## config.mk

```make
export PLATFORM = sky130hd
export DESIGN_NAME = m_wb_arbiter_flat
export DESIGN_NICKNAME = d
export VERILOG_FILES = /design/src/rtl/m_wb_arbiter_if.sv /design/src/rtl/m_wb_arbiter.sv /design/src/flat_wrapper.sv
export SDC_FILE = /design/constraint.sdc
export NUM_CORES = 1
export LEC_CHECK = 0
export ABC_AREA = 1
export CORE_MARGIN = 2
export CORE_UTILIZATION = 49
export CTS_CLUSTER_SIZE = 14
export DETAILED_ROUTE_END_ITERATION = 8
export PLACE_DENSITY = 0.73
export REMOVE_ABC_BUFFERS = 1
export SLEW_MARGIN = 40
export SYNTH_ARGS = -nofsm -noshare
export SYNTH_HDL_FRONTEND = slang
export SYNTH_SLANG_ARGS = --single-unit
export TNS_END_PERCENT = 100
```

## constraint.sdc

```tcl
create_clock -name w_clk -period 4.4 [get_ports w_clk]
set_input_delay 1.1 -clock w_clk [delete_from_list [all_inputs] [get_ports w_clk]]
set_output_delay 1.1 -clock w_clk [all_outputs]
set_load 0.03 [all_outputs]
```

## src/rtl/m_wb_arbiter_if.sv

```systemverilog
// rtl/m_wb_arbiter_if.sv - writeback arbiter channel and register-file port bundle
interface m_wb_arbiter_if;
    logic        w_a_valid;
    logic [4:0]  w_a_wa;
    logic [31:0] w_a_wd;
    logic        w_b_valid;
    logic        w_b_ready;
    logic [4:0]  w_b_wa;
    logic [31:0] w_b_wd;
    logic        w_we;
    logic [4:0]  w_wa;
    logic [31:0] w_wd;
    logic [31:0] w_pend_mask;
    logic        w_stall_req;

    modport master (
        output w_a_valid, w_a_wa, w_a_wd,
        output w_b_valid, w_b_wa, w_b_wd,
        input  w_b_ready,
        input  w_we, w_wa, w_wd, w_pend_mask, w_stall_req
    );

    modport slave (
        input  w_a_valid, w_a_wa, w_a_wd,
        input  w_b_valid, w_b_wa, w_b_wd,
        output w_b_ready,
        output w_we, w_wa, w_wd, w_pend_mask, w_stall_req
    );
endinterface

```

## src/rtl/m_wb_arbiter.sv

```systemverilog
// rtl/m_wb_arbiter.sv - register-file writeback arbiter, channel A priority, channel B FIFO
module m_wb_arbiter #(
    parameter int DEPTH      = 4,
    parameter int STARVE_MAX = 8
) (
    input logic           w_clk,
    input logic           w_rst,
    m_wb_arbiter_if.slave bus
);
    localparam int AW = (DEPTH > 1) ? $clog2(DEPTH) : 1;
    localparam int CW = $clog2(DEPTH + 1);
    localparam int SW = $clog2(STARVE_MAX + 1);

    logic [4:0]    fifo_wa [DEPTH];
    logic [31:0]   fifo_wd [DEPTH];
    logic [AW-1:0] wr_ptr;
    logic [AW-1:0] rd_ptr;
    logic [CW-1:0] count;
    logic [SW-1:0] starve_cnt;
    logic          a_req;
    logic          push;
    logic          pop;

    // A write to x0 is never a real request on either channel; A always wins the port.
    always_comb begin
        bus.w_b_ready = (count < CW'(DEPTH));
        a_req         = bus.w_a_valid && (bus.w_a_wa != 5'd0);
        push          = bus.w_b_valid && bus.w_b_ready && (bus.w_b_wa != 5'd0);
        pop           = !a_req && (count != '0);
    end

    // FIFO storage; contents need no reset because count gates every use.
    always_ff @(posedge w_clk) begin
        if (push) begin
            fifo_wa[wr_ptr] <= bus.w_b_wa;
            fifo_wd[wr_ptr] <= bus.w_b_wd;
        end
    end

    // FIFO pointers and occupancy; pointers wrap naturally since DEPTH is a power of two.
    always_ff @(posedge w_clk) begin
        if (w_rst) begin
            wr_ptr <= '0;
            rd_ptr <= '0;
            count  <= '0;
        end else begin
            if (push) begin
                wr_ptr <= wr_ptr + AW'(1);
            end
            if (pop) begin
                rd_ptr <= rd_ptr + AW'(1);
            end
            if (push && !pop) begin
                count <= count + CW'(1);
            end else if (pop && !push) begin
                count <= count - CW'(1);
            end
        end
    end

    // Registered write port; address/data hold when idle.
    always_ff @(posedge w_clk) begin
        if (w_rst) begin
            bus.w_we <= 1'b0;
            bus.w_wa <= '0;
            bus.w_wd <= '0;
        end else if (a_req) begin
            bus.w_we <= 1'b1;
            bus.w_wa <= bus.w_a_wa;
            bus.w_wd <= bus.w_a_wd;
        end else if (pop) begin
            bus.w_we <= 1'b1;
            bus.w_wa <= fifo_wa[rd_ptr];
            bus.w_wd <= fifo_wd[rd_ptr];
        end else begin
            bus.w_we <= 1'b0;
        end
    end

    // Starvation tracking: counts head wait cycles, stall follows the saturated count a cycle later.
    always_ff @(posedge w_clk) begin
        if (w_rst) begin
            starve_cnt      <= '0;
            bus.w_stall_req <= 1'b0;
        end else begin
            bus.w_stall_req <= (starve_cnt == SW'(STARVE_MAX));
            if ((count == '0) || pop) begin
                starve_cnt <= '0;
            end else if (starve_cnt != SW'(STARVE_MAX)) begin
                starve_cnt <= starve_cnt + SW'(1);
            end
        end
    end

    // Pending-write mask over live FIFO slots plus the output register.
    always_comb begin
        bus.w_pend_mask = '0;
        for (int i = 0; i < DEPTH; i++) begin
            logic [AW-1:0] off;
            off = AW'(i) - rd_ptr;
            if (CW'(off) < count) begin
                bus.w_pend_mask[fifo_wa[i]] = 1'b1;
            end
        end
        if (bus.w_we) begin
            bus.w_pend_mask[bus.w_wa] = 1'b1;
        end
        bus.w_pend_mask[0] = 1'b0;
    end
endmodule
```

## src/flat_wrapper.sv

```systemverilog
// flat-port wrapper written by rule: the top's interface ports become plain ports
module m_wb_arbiter_flat 
#(
    parameter int DEPTH      = 4,
    parameter int STARVE_MAX = 8
)
  (w_clk, w_rst, bus_w_a_valid, bus_w_a_wa, bus_w_a_wd, bus_w_b_valid, bus_w_b_wa, bus_w_b_wd, bus_w_b_ready, bus_w_we, bus_w_wa, bus_w_wd, bus_w_pend_mask, bus_w_stall_req);
  m_wb_arbiter_if bus_i ();
  input logic w_clk;
  input logic w_rst;
  input wire logic [$bits(bus_i.w_a_valid)-1:0] bus_w_a_valid;
  input wire logic [$bits(bus_i.w_a_wa)-1:0] bus_w_a_wa;
  input wire logic [$bits(bus_i.w_a_wd)-1:0] bus_w_a_wd;
  input wire logic [$bits(bus_i.w_b_valid)-1:0] bus_w_b_valid;
  input wire logic [$bits(bus_i.w_b_wa)-1:0] bus_w_b_wa;
  input wire logic [$bits(bus_i.w_b_wd)-1:0] bus_w_b_wd;
  output wire logic [$bits(bus_i.w_b_ready)-1:0] bus_w_b_ready;
  output wire logic [$bits(bus_i.w_we)-1:0] bus_w_we;
  output wire logic [$bits(bus_i.w_wa)-1:0] bus_w_wa;
  output wire logic [$bits(bus_i.w_wd)-1:0] bus_w_wd;
  output wire logic [$bits(bus_i.w_pend_mask)-1:0] bus_w_pend_mask;
  output wire logic [$bits(bus_i.w_stall_req)-1:0] bus_w_stall_req;
  assign bus_i.w_a_valid = bus_w_a_valid;
  assign bus_i.w_a_wa = bus_w_a_wa;
  assign bus_i.w_a_wd = bus_w_a_wd;
  assign bus_i.w_b_valid = bus_w_b_valid;
  assign bus_i.w_b_wa = bus_w_b_wa;
  assign bus_i.w_b_wd = bus_w_b_wd;
  assign bus_w_b_ready = bus_i.w_b_ready;
  assign bus_w_we = bus_i.w_we;
  assign bus_w_wa = bus_i.w_wa;
  assign bus_w_wd = bus_i.w_wd;
  assign bus_w_pend_mask = bus_i.w_pend_mask;
  assign bus_w_stall_req = bus_i.w_stall_req;
  m_wb_arbiter #(.DEPTH(DEPTH), .STARVE_MAX(STARVE_MAX)) u_core (.w_clk(w_clk), .w_rst(w_rst), .bus(bus_i));
endmodule
```

**After elaboration in Yosys (flattened, before gate mapping)**

Memories as Yosys holds them, arrays and structs flattened. A register that Yosys moved wholly into a read port is not among the register bits.
Cells that the tools add are included.

- Register bits: 50
- RAM bits: 148
- Input port bits: 78
- Memories kept: 2
- Logic and storage cells: 91

- Order comparisons: 15
- Reductions and logical operators: 22
- Add/subtract/negate cells: 9
- Muxes and demuxes: 29
- Eq/ne operators: 2
- Bitwise operators: 4

Memory list:

| memory | depth | bits a word | read ports | clocked after Yosys merged registers in | wr ports | line | source |
|---|---|---|---|---|---|---|---|
| u_core.fifo_wd | 4 | 32 | 1 | 1 | 1 | m_wb_arbiter.sv:15 | `logic [31:0] fifo_wd [DEPTH];` |
| u_core.fifo_wa | 4 | 5 | 5 | 1 | 1 | m_wb_arbiter.sv:14 | `logic [4:0] fifo_wa [DEPTH];` |

Operators by type and width:

| cell | count |
|---|---|
| 32-bit 2-to-1 mux | 7 |
| 32-bit OR | 4 |
| 5-bit by 6-bit less-than comparator with 1-bit output, second input constant | 5 |
| 1-bit demux with 5-bit select | 5 |
| 5-bit by 1-bit >= comparator with 1-bit output, second input constant | 5 |
| 2-bit by 3-bit less-than comparator with 1-bit output | 4 |
| 1-bit logical AND | 11 |
| 5-bit 2-to-1 mux | 2 |
| 5-bit nonzero test | 2 |
| 1-bit 2-to-1 mux | 9 |
| 2-bit 2-to-1 mux | 4 |
| 3-bit 2-to-1 mux | 2 |
| 2-bit by 1-bit adder with 2-bit output, second input constant | 2 |
| 4-bit by 1-bit adder with 4-bit output, second input constant | 1 |
| 4-bit == test, second input constant | 1 |
| 4-bit != test, second input constant | 1 |
| 2-bit nonzero test | 2 |
| 1-bit by 2-bit subtractor with 2-bit output, first input constant | 2 |
| 2-bit subtractor, first input constant | 2 |
| 3-bit by 1-bit adder with 3-bit output, second input constant | 1 |
| 1-bit logical NOT | 3 |
| 3-bit logical NOT | 1 |
| 3-bit less-than comparator, second input constant | 1 |
| 3-bit nonzero test | 1 |
| other kinds (3) | 3 |

**Logic depth before layout (Yosys ltp)**

Gate-level depths: netlist of run 1.
An unclocked memory read counts as a cell.

- Depth after elaboration: 14
- Gate-level depth with buffers: 12
- Depth with buffers taken out: 11

**Least setup slack after synthesis of run 1**

No wires, ideal clock.

- Kind: input to register
- Start: in bus_w_b_wa[3]
- End: mem u_core.fifo_wa[0][0] (enable)
- Library setup time: 431 ps
- Stages: 4
- Path slack: 1006 ps
- Required time: 3969 ps
- Data arrival time: 2962 ps
- Buffers on the path: 0
- Path through: nor3_1 > nand2_1 > nand3_1 > nor2_1

- Word-level cells in the longest chain between the ends: 4

Ends and longest elaborated chain:

| element | line | source |
|---|---|---|
| from (decl) | flat_wrapper.sv:15 | `input wire logic [$bits(bus_i.w_b_wa)-1:0] bus_w_b_wa;` |
| 5-bit nonzero test | m_wb_arbiter.sv:28 | `push = bus.w_b_valid && bus.w_b_ready && (bus.w_b_wa != 5'd0);` |
| 1-bit logical AND | m_wb_arbiter.sv:28 |  |
| 1-bit 2-to-1 mux | m_wb_arbiter.sv:34 | `if (push) begin` |
| 1-bit 2-to-1 mux (not written as such) | m_wb_arbiter.sv:35 | `fifo_wa[wr_ptr] <= bus.w_b_wa;` |
| to (decl) | m_wb_arbiter.sv:14 |  |

Every way passes these cells.

**Final worst setup path of run 1**

- Start: reg u_core.rd_ptr[1]
- End: out bus_w_pend_mask[31]

- Word-level cells in the longest chain between the ends: 11
- Elaborated cells on any way between the ends: 17

Ends and longest elaborated chain:

| element | line | source |
|---|---|---|
| from (decl) | m_wb_arbiter.sv:17 | `logic [AW-1:0] rd_ptr;` |
| from (signal assigned) | m_wb_arbiter.sv:51 | `rd_ptr <= rd_ptr + AW'(1);` |
| 1-bit by 2-bit subtractor with 2-bit output | m_wb_arbiter.sv:100 | `off = AW'(i) - rd_ptr;` |
| 2-bit by 3-bit less-than comparator with 1-bit output | m_wb_arbiter.sv:101 | `if (CW'(off) < count) begin` |
| 32-bit 2-to-1 mux | m_wb_arbiter.sv:101 |  |
| 32-bit OR (no line) | n/a |  |
| 32-bit 2-to-1 mux | m_wb_arbiter.sv:101 |  |
| 32-bit OR (no line) | n/a |  |
| 32-bit 2-to-1 mux | m_wb_arbiter.sv:101 |  |
| 32-bit OR (no line) | n/a |  |
| 32-bit 2-to-1 mux (*) | m_wb_arbiter.sv:101 |  |
| 32-bit OR (no line) | n/a |  |
| 32-bit 2-to-1 mux (*) | m_wb_arbiter.sv:105 | `if (bus.w_we) begin` |
| to (decl) | flat_wrapper.sv:21 | `output wire logic [$bits(bus_i.w_pend_mask)-1:0] bus_w_pend_mask;` |

Mark *: on every way between the ends. The rest lies on a longest branch, timed or not.

==> metrics.md, run 1 <==
| Metric | Value |
|---|---|
| Starting Density | `49.9%` |
| Remaining DRCs | `0` |
| Syn. warnings | `0` |
| Internal power | `3.96 mW` |
| Synth Register Bits | `200` |
| Worst setup SP type | `flop` |
| Layout Cells excl Fill | `1756` |
| Final GP Congestion | `0.986` |
| Worst path arrival time | `2.93 ns` |
| Peak supply drop | `503 uV` |
| Placed cells | `1722` |
| Hold path cells | `2` |
| Sw frac | `41.0%` |
| Cell variety after synth | `35` |
| Initial DRC count | `570` |
| Row cnt | `53` |
| HPWL after DPL | `18400 um` |
| RSZ-0062 raised after global routing | `no` |
| WP data required | `3.30 ns` |
| Fill count | `1854` |
| Die width | `151 um` |
| Top-count cell post-synth | `nand2_1` |
| Antenna Nets Post-Route | `0` |
| GRT Total Usage | `24.4%` |
| Sink Count | `200` |
| Final setup violation count | `0` |
| Synth top cells by count | `nand2_1, nor2_1, nand3_1` |
| Final hold viol count | `0` |
| Vias | `9104` |
| Fin. max-slew vios | `0` |
| Die height | `151 um` |
| Die ar. | `22700 um^2` |
| Clk slew on worst S/H paths | `0.07 ns` |
| R2r setup slk | `1.70 ns` |
| Vias in the first global route | `8653` |
| Power consumption | `6.72 mW` |
| Area growth syn-to-layout | `21.4%` |
| Power per cell area | `525 nW/um^2` |
| Worst Max-Slew Pin Slew | `0.807 ns` |
| Synth area leaders | `edfxtp_1, nand2_1, dfxtp_1` |
| Post CTS Setup Buffer Count | `0` |
| Post-synth EDFFs | `148` |
| Tmin final | `4.03 ns` |
| Synthesized area per cell | `7.86 um^2` |
| Synth top area share | `42.2%` |
| Max incr delay on CP | `0.59 ns` |
| Critical path type | `reg -> out` |
| Worst setup path start | `u_core.rd_ptr[1]$_SDFFE_PP0P_` |
| Flop pwr share | `36.4%` |
| Switching power | `2.75 mW` |
| Most frequent CP cell | `nor2_1` |
| Worst hold start | `u_core.bus.w_wd[19]$_SDFFE_PP0P_` |
| Post-layout nets | `1556` |
| CP endpoint kind | `output pin` |
| H-tree depth | `4` |
| Tightest Hold Check Type | `reg -> reg` |
| Share of cells above drive strength 1 | `6.29%` |
| Root buf cell | `clkbuf_16` |
| CTS tree | `done` |
| Placed Area | `12200 um^2` |
| Final period util | `91.6%` |
| Port Buf Inserts | `148` |
| Top fanout value on the critical path | `28` |
| Seq/Total Area, Yosys | `52.1%` |
| Setup_tns | `0 ns` |
| Core box area | `21100 um^2` |
| Total gr overflow | `0` |
| Reg2reg path depth | `11` |
| Clk buf depth | `2` |
| Global-route wire length before repair | `42600 um` |
| Worst skew pair latency | `0.44 ns` |
| Reg-to-Reg End | `u_core.count[2]$_SDFFE_PP0P_` |
| First drt pass iteration count | `6` |
| Cts hold-fix bufs | `0` |
| Post-DR wirelength/cell | `15.4 um` |
| Max_cap viols | `0` |
| Routed wire length | `27000 um` |
| Clock Skews | `0.0148 ns` |
| Leak pwr | `5.62 nW` |
| R2r startpoint | `u_core.count[0]$_SDFFE_PP0P_` |
| FMAX | `248 MHz` |
| Slowest cell on crit path | `clkdlybuf4s50_1` |
| Pre-CTS setup slack | `0.851 ns` |
| Initial antenna violation count | `0` |
| Post-Synthesis Cells | `1340` |
| Post_cts resized | `0` |
| # IOs | `150` |
| Crit path cell chain | `xor2_1 -> inv_1 -> ha_1 -> a21oi_1 -> nor2_2 -> buf_4 -> nor2_1 -> nor2_1 -> nand2_1 -> clkdlybuf4s50_1` |
| Ys async rst share | `0%` |
| Final Cell Area | `12800 um^2` |
| Clock share of power | `22.4%` |
| Top_reg_cell synth | `edfxtp_1` |
| Vias per cell | `5.18` |
| Worst min-delay path endpoint | `u_core.bus.w_wd[19]$_SDFFE_PP0P_` |
| Relative slew slack | `46.1%` |
| Post-Syn Area | `10500 um^2` |
| Setup ws final | `0.369 ns` |
| Status | `completed` |
| TritonCTS Buffers | `17` |
| Pin count of the biggest net entering global routing | `80` |
| Logic gate share of total power | `41.2%` |
| Post-synth top area cell | `edfxtp_1` |
registers in the layout, summed over array words and instances, names as in the netlist, named ones only:
register,cells
u_core.fifo_wd,128
u_core.count,3
u_core.bus.w_stall_req,1
u_core.rd_ptr,2
u_core.bus.w_wa,5
u_core.wr_ptr,2
u_core.bus.w_we,1
u_core.bus.w_wd,32
u_core.fifo_wa,20
u_core.starve_cnt,4
worst max-delay path by stage:
stage | endpoint | depth (start not counted)
final | bus_w_pend_mask[31] | 10
after global routing | bus_w_pend_mask[9] | 10
after CTS | bus_w_pend_mask[31] | 10
after detailed placement | bus_w_pend_mask[31] | 10
after global placement | bus_w_pend_mask[21] | 9
after floorplan | u_core.count[1]$_SDFFE_PP0P_ | 9
stage by stage:
stage / hold slack [ns] / util (%)
floorplan: 0.494 / -
global placement: 0.473 / 57.9
detailed placement: 0.472 / 57.9
CTS: 0.486 / 60.6
global route: 0.512 / 60.6
finish: 0.483 / 60.6
layout by cell type (no fill, tap or decap), types with 14 or more instances in the layout:
cell             instances
nor2_1                 184
clkdlybuf4s50_1        148
dfxtp_1                 51
a21oi_1                 32
nand2_1                371
o21ai_0                 20
clkbuf_16               17
inv_1                  175
nor3_1                  22
o21ai_1                 28
buf_4                   14
nand3_1                184
edfxtp_1               148
cell families after synthesis:
family          after synthesis  synth area share [%]
simple gates                802                  32.6
buf+inv                     240                  9.56
flops                       200                  52.1
compound gates               82                  3.93
fa+ha+maj                    12                  1.50
xor+xnor                      3                 0.250
other cells                   1                0.0356
worst max-delay path, delay by kind of cell, from the launching register on:
kind / cells / cell delay, ns
AND/OR/NAND/NOR: 4 / 0.43
flip-flops: 1 / 0.40
adder cells (fa/ha/maj): 1 / 0.30
AO/OA/AOI/OAI: 1 / 0.07
buffers and inverters: 3 / 1.03
XOR/XNOR: 1 / 0.26
area by class of cell:
cell class,count,area [um^2],share of cell area (%)
diodes,2,5.00,0.0391
clock buffers,19,433,3.39
clock inverters,13,145,1.13
inverters,184,704,5.51
multi-input cells,900,4070,31.8
flip-flops and latches,200,5490,42.9
well taps,275,344,2.69
repair buffers,163,1600,12.5
per-layer routing:
| metal | vias to the layer above | wire length (um) | GRT usage [%] |
|---|---|---|---|
| met2 | 318 | 12600 | 40.6 |
| met4 | 0 | 578 | 8.08 |
| met5 | - | 0 | 0 |
| met3 | 44 | 1960 | 5.33 |
| met1 | 4210 | 11900 | 31.8 |
| li1 | 4532 | - | - |
power groups by stage:
stage / sequential, mW / combinational [mW] / clock [mW]
after floorplan: 2.69 / 1.56 / 0
after global placement: 2.48 / 2.69 / 0
after detailed placement: 2.48 / 2.75 / 0
after CTS: 2.44 / 2.76 / 1.53
after global routing: 2.47 / 3.04 / 1.60
final: 2.45 / 2.77 / 1.51
Power figures use the tool's default switching activity.
==> run 2: changes to the inputs <==
- CTS_BUF_LIST: not set -> sky130_fd_sc_hd__clkbuf_16
==> run 2 against run 1 <==
First-iteration DRC count stayed put; maximum frequency hardly changed; combinational power hardly changed; largest power group unchanged.
==> metrics.md, run 2 (synthesis results as in run 1) <==
| Metric | Value |
|---|---|
| WP data required | `3.30 ns (about the same)` |
| Sink Count | `200 (unchanged)` |
| Most frequent CP cell | `nor2_1` |
| Port Buf Inserts | `148 (unchanged)` |
| Clk buf depth | `2 (unchanged)` |
| Starting Density | `49.9% (unchanged)` |
| Initial antenna violation count | `0 (unchanged)` |
| TritonCTS Buffers | `17 (unchanged)` |
| Tightest Hold Check Type | `reg -> reg` |
| Crit path max-delay family | `buffers and inverters` |
| Final Cell Area | `12800 um^2 (unchanged)` |
| Power per cell area | `525 nW/um^2 (about the same)` |
| Pre-CTS setup slack | `0.851 ns (unchanged)` |
| Antenna Nets Post-Route | `0 (unchanged)` |
| Row cnt | `53 (unchanged)` |
| Root buf cell | `clkbuf_16` |
| R2r startpoint | `u_core.count[0]$_SDFFE_PP0P_` |
| Routed wire length | `27000 um (about the same)` |
| Critical path type | `reg -> out` |
| Die height | `151 um (unchanged)` |
| Initial DRC count | `570 (unchanged)` |
| Clk slew on worst S/H paths | `0.07 ns (about the same)` |
| Post_cts resized | `0 (unchanged)` |
| Setup_tns | `0 ns (unchanged)` |
| Worst min-delay path endpoint | `u_core.bus.w_wd[19]$_SDFFE_PP0P_` |
| Top fanout value on the critical path | `28 (unchanged)` |
| Worst skew pair latency | `0.44 ns (about the same)` |
| Global-route wire length before repair | `42600 um (unchanged)` |
| Reg-to-Reg End | `u_core.count[2]$_SDFFE_PP0P_` |
| Remaining DRCs | `0 (unchanged)` |
| Setup ws final | `0.367 ns (-0.00142 ns)` |
| Cts hold-fix bufs | `0 (unchanged)` |
| Final hold viol count | `0 (unchanged)` |
| Reg2reg path depth | `11 (unchanged)` |
| Final setup violation count | `0 (unchanged)` |
| H-tree depth | `4 (unchanged)` |
| Die ar. | `22700 um^2 (unchanged)` |
| CP bufs+invs | `3 (unchanged)` |
| Final GP Congestion | `0.986 (unchanged)` |
| Relative slew slack | `46.1% (about the same)` |
| Vias | `9125 (+0.23%)` |
| RSZ-0062 raised after global routing | `no` |
| Area growth syn-to-layout | `21.4% (unchanged)` |
| Peak supply drop | `503 uV (about the same)` |
| Post CTS Setup Buffer Count | `0 (unchanged)` |
| Crit path cell chain | `xor2_1 -> inv_1 -> ha_1 -> a21oi_1 -> nor2_2 -> buf_4 -> nor2_1 -> nor2_1 -> nand2_1 -> clkdlybuf4s50_1` |
| Max FFs per register | `128 (unchanged)` |
| HPWL after DPL | `18400 um (unchanged)` |
| Post-DR wirelength/cell | `15.4 um (about the same)` |
| Hold path cells | `2 (unchanged)` |
| R2r setup slk | `1.70 ns (about the same)` |
| Fin. max-slew vios | `0 (unchanged)` |
| GRT Total Usage | `24.4% (unchanged)` |
| Slowest cell on crit path | `clkdlybuf4s50_1` |
| Pin count of the biggest net entering global routing | `80 (unchanged)` |
| Commonest non-fill, non-tap cell in the layout | `nand2_1` |
| # IOs | `150 (unchanged)` |
| Worst path arrival time | `2.93 ns (about the same)` |
| Clock Skews | `0.0154 ns (+0.000562 ns)` |
| Tmin final | `4.03 ns (+0.00142 ns)` |
| Worst Max-Slew Pin Slew | `0.807 ns (+0.000491 ns)` |
| Share of cells above drive strength 1 | `6.29% (unchanged)` |
| Final period util | `91.7% (about the same)` |
| Die width | `151 um (unchanged)` |
| Largest reg by FF count | `u_core.fifo_wd` |
| Leak pwr | `5.62 nW (+0.15%)` |
| Most frequent cells in the layout | `nand2_1, nor2_1, nand3_1` |
| CP endpoint kind | `output pin` |
| Vias in the first global route | `8653 (unchanged)` |
| Vias per cell | `5.20 (+0.23%)` |
| Max_cap viols | `0 (unchanged)` |
| Regs by FF count | `u_core.fifo_wd: 128 flops, u_core.bus.w_wd: 32 flops, u_core.fifo_wa: 20 flops` |
| Max incr delay on CP | `0.59 ns (about the same)` |
| Post-layout nets | `1556 (unchanged)` |
| First drt pass iteration count | `6 (unchanged)` |
| Status | `completed` |
| Worst setup SP type | `flop` |
| Worst hold start | `u_core.bus.w_wd[19]$_SDFFE_PP0P_` |
| FMAX | `248 MHz (about the same)` |
| Total gr overflow | `0 (unchanged)` |
| Final core occ | `60.6% (unchanged)` |
| CTS tree | `done` |
| Core box area | `21100 um^2 (unchanged)` |
| Power consumption | `6.71 mW (about the same)` |
| Fill count | `1854 (unchanged)` |
| Placed Area | `12200 um^2 (unchanged)` |
[run 2: cell count changes in the layout (fill, tap and decap cells not counted)]
cell / before / now
clkbuf_1: 2 / 0
inv_1: 175 / 177
[run 2: power breakdown]
group / switching [mW] / internal [mW] / leakage, nW
clock network: 0.706 / 0.795 / 0.286
registers: 0.153 / 2.29 / 1.78
logic: 1.89 / 0.872 / 3.56
total: 2.75 / 3.96 / 5.62
[run 2: worst max-delay path by stage]
| stage | from | to | slack [ns] | cells past startpoint |
|---|---|---|---|---|
| floorplan | bus_w_a_wa[3] | u_core.count[1]$_SDFFE_PP0P_ | 0.29 | 9 |
| global placement | u_core.count[1]$_SDFFE_PP0P_ | bus_w_pend_mask[21] | 0.97 | 9 |
| detailed placement | u_core.rd_ptr[1]$_SDFFE_PP0P_ | bus_w_pend_mask[31] | 0.85 | 10 |
| CTS | u_core.rd_ptr[1]$_SDFFE_PP0P_ | bus_w_pend_mask[31] | 0.39 | 10 |
| global route | u_core.rd_ptr[0]$_SDFFE_PP0P_ | bus_w_pend_mask[9] | 0.19 | 10 |
| finish | u_core.rd_ptr[1]$_SDFFE_PP0P_ | bus_w_pend_mask[31] | 0.37 | 10 |
[run 2: through the flow]
| stage | instances | hold slack, ns |
|---|---|---|
| floorplan | 1284 | 0.494 |
| global placement | 1722 | 0.473 |
| detailed placement | 1722 | 0.472 |
| CTS | 1754 | 0.486 |
| global route | 1754 | 0.512 |
| finish | 1756 | 0.483 |
[run 2: worst register-to-register path: stages (launching register included)]
cell     delay [ns]
dfxtp_1        0.39
nor3_4         0.18
buf_4          0.33
inv_2          0.31
nand2_1        0.26
ha_1           0.17
inv_1          0.07
fa_1           0.38
a21oi_1        0.15
o21ai_0        0.12
o21ai_0        0.17
a21oi_1        0.05
[run 2: cell type report]
cell class / count / area (um^2) / share of cell area [%]
tap: 275 / 344 / 2.69
timing repair buffer: 163 / 1600 / 12.5
clock buffer: 17 / 425 / 3.33
multi-input combinational: 900 / 4070 / 31.8
antenna: 2 / 5.00 / 0.0391
inverter: 184 / 704 / 5.51
clock inverter: 15 / 153 / 1.19
sequential: 200 / 5490 / 42.9
[run 2: metal layers]
layer	track usage (%)	part of all wire [%]
met5	0	0
met3	5.33	7.5
met1	31.8	44
met4	8.08	2.1
met2	40.6	47
==> run 3: changes to the inputs <==
- CORE_MARGIN: 2 -> not set
- SLEW_MARGIN: 40 -> 25
==> run 3 against run 2 <==
Critical path depth unchanged; combinational power is essentially flat; final cell count down 0.23%; power is essentially flat; sequential power about the same; sequential share of layout area fell by 0.084 points; die area decreased by 2.6%; clock skew shrank 0.0030 ns; clock power is essentially flat; critical endpoint is now bus_w_pend_mask[6]; highest routed layer unchanged.
==> metrics.md, run 3 (synthesis results as in run 1) <==
| Metric | Value |
|---|---|
| Clk slew on worst S/H paths | `0.07 ns (about the same)` |
| Vias per cell | `5.18 (-0.25%)` |
| Diodes inserted | `0 (-2)` |
| TritonCTS Buffers | `17 (unchanged)` |
| Remaining DRCs | `0 (unchanged)` |
| Die width | `149 um (-1.3%)` |
| Antenna Nets Post-Route | `0 (unchanged)` |
| Share of cells above drive strength 1 | `6.30% (+0.0085 points)` |
| GRT Total Usage | `25.9% (+1.5 points)` |
| HPWL after DPL | `18800 um (+2.0%)` |
| Post_cts resized | `0 (unchanged)` |
| Tmin final | `4.09 ns (+0.0537 ns)` |
| Most frequent CP cell | `nor2_1` |
| Critical path type | `reg -> out` |
| Final period util | `92.9% (+1.2 points)` |
| Worst skew pair latency | `0.44 ns (about the same)` |
| Regs by FF count | `u_core.fifo_wd: 128 flops, u_core.bus.w_wd: 32 flops, u_core.fifo_wa: 20 flops` |
| Sink Count | `200 (unchanged)` |
| Routed wire length | `27500 um (+1.8%)` |
| Fill count | `1820 (-1.8%)` |
| Final setup violation count | `0 (unchanged)` |
| Fin. max-slew vios | `0 (unchanged)` |
| Power per cell area | `524 nW/um^2 (-0.23%)` |
| H-tree depth | `4 (unchanged)` |
| Die height | `149 um (-1.3%)` |
| Post-DR wirelength/cell | `15.7 um (+2.0%)` |
| Setup ws final | `0.313 ns (-0.0537 ns)` |
| Worst hold start | `u_core.bus.w_wd[11]$_SDFFE_PP0P_` |
| CP endpoint kind | `output pin` |
| Pre-CTS setup slack | `0.747 ns (-0.104 ns)` |
| Max_cap viols | `0 (unchanged)` |
| Relative slew slack | `43.5% (-2.6 points)` |
| Tightest Hold Check Type | `reg -> reg` |
| CTS tree | `done` |
| Hold path cells | `2 (unchanged)` |
| Post CTS Setup Buffer Count | `0 (unchanged)` |
| WP data required | `3.30 ns (about the same)` |
| Die ar. | `22100 um^2 (-2.6%)` |
| Crit path cell chain | `xor2_1 -> inv_1 -> ha_1 -> a21oi_1 -> nor2_2 -> buf_4 -> nor2_1 -> nor2_1 -> nand2_1 -> clkdlybuf4s50_1` |
| Worst min-delay path endpoint | `u_core.bus.w_wd[11]$_SDFFE_PP0P_` |
| Total gr overflow | `0 (unchanged)` |
| Final GP Congestion | `1.01 (+2.2%)` |
| Leak pwr | `5.63 nW (about the same)` |
| Cts hold-fix bufs | `0 (unchanged)` |
| Vias | `9081 (-0.48%)` |
| Core box area | `21000 um^2 (-0.31%)` |
| Reg2reg path depth | `11 (unchanged)` |
| Top fanout value on the critical path | `21 (-25%)` |
| Clk buf depth | `2 (unchanged)` |
| Initial antenna violation count | `0 (unchanged)` |
| Reg-to-Reg End | `u_core.count[2]$_SDFFE_PP0P_` |
| Slowest cell on crit path | `clkdlybuf4s50_1` |
| Global-route wire length before repair | `43600 um (+2.3%)` |
| Clock Skews | `0.0124 ns (-0.00296 ns)` |
| Row cnt | `53 (unchanged)` |
| # IOs | `150 (unchanged)` |
| RSZ-0062 raised after global routing | `no` |
| R2r startpoint | `u_core.count[0]$_SDFFE_PP0P_` |
| Max incr delay on CP | `0.59 ns (about the same)` |
| Vias in the first global route | `8458 (-2.3%)` |
| Starting Density | `50.1% (+0.16 points)` |
| FMAX | `245 MHz (-1.3%)` |
| Max FFs per register | `128 (unchanged)` |
| Worst setup SP type | `flop` |
| Largest reg by FF count | `u_core.fifo_wd` |
| Worst path arrival time | `2.99 ns (+0.06 ns)` |
| Post-layout nets | `1554 (-0.13%)` |
| Worst Max-Slew Pin Slew | `0.847 ns (+0.0397 ns)` |
| Commonest non-fill, non-tap cell in the layout | `nand2_1` |
| Hold_ws | `0.476 ns (-0.00678 ns)` |
| Setup_tns | `0 ns (unchanged)` |
| R2r setup slk | `1.64 ns (-0.06 ns)` |
| First drt pass iteration count | `5 (-1)` |
| Final hold viol count | `0 (unchanged)` |
| Pin count of the biggest net entering global routing | `80 (unchanged)` |
| Port Buf Inserts | `148 (unchanged)` |
| Root buf cell | `clkbuf_16` |
| Initial DRC count | `709 (+24%)` |
| Area growth syn-to-layout | `21.7%` |
| Most frequent cells in the layout | `nand2_1, nor2_1, nand3_1` |
| Peak supply drop | `373 uV (-26%)` |
| Status | `completed` |
| Power consumption | `6.71 mW (about the same)` |
## run 3: per-layer routing
layer	track usage (%)	up-vias	share of wire, %
met2	41.7	334	47
met3	4.75	48	6.9
met4	11.0	0	2.7
met5	0	-	0
met1	34.3	4178	43
li1	-	4521	-
## run 3: power breakdown
group	internal, mW	switching (mW)	total, mW
logic	0.877	1.88	2.75
clock network	0.782	0.731	1.51
registers	2.29	0.153	2.44
total	3.95	2.76	6.71
## run 3: worst max path at each step
stage                                        from  cells past startpoint                            to  slack, ns
floorplan                           bus_w_a_wa[3]                      9  u_core.count[1]$_SDFFE_PP0P_       0.29
global placement                    bus_w_b_wa[0]                     12  u_core.count[2]$_SDFFE_PP0P_       0.84
detailed placement                  bus_w_b_wa[4]                     12  u_core.count[2]$_SDFFE_PP0P_       0.75
CTS                 u_core.rd_ptr[0]$_SDFFE_PP0P_                     10            bus_w_pend_mask[6]       0.30
global route        u_core.rd_ptr[0]$_SDFFE_PP0P_                     10           bus_w_pend_mask[29]       0.07
finish              u_core.rd_ptr[0]$_SDFFE_PP0P_                     10            bus_w_pend_mask[6]       0.31
## run 3: cell type report
cell class	count	area (um^2)	share of cell area [%]
Sequential cell	200	5490	42.8
Multi-Input combinational cell	900	4070	31.8
Timing Repair Buffer	161	1620	12.6
Inverter	184	707	5.52
Clock buffer	18	450	3.52
Tap cell	275	344	2.69
Clock inverter	14	136	1.06
## run 3: critical path, delay by kind of cell (launching register included)
| family | cells | cell delay, ns |
|---|---|---|
| buffers and inverters | 3 | 1.02 |
| AND/OR/NAND/NOR | 4 | 0.55 |
| adder cells (fa/ha/maj) | 1 | 0.27 |
| flip-flops | 1 | 0.39 |
| AO/OA/AOI/OAI | 1 | 0.07 |
| XOR/XNOR | 1 | 0.25 |
## run 3: per-stage QoR
step | cells | util, % | cell area [um^2]
2_1_floorplan | 1284 | - | 10200
3_3_place_gp | 1720 | 58.2 | 12200
3_5_place_dp | 1720 | 58.2 | 12200
4_1_cts | 1752 | 61.0 | 12800
5_1_grt | 1752 | 61.0 | 12800
6_report | 1752 | 61.0 | 12800
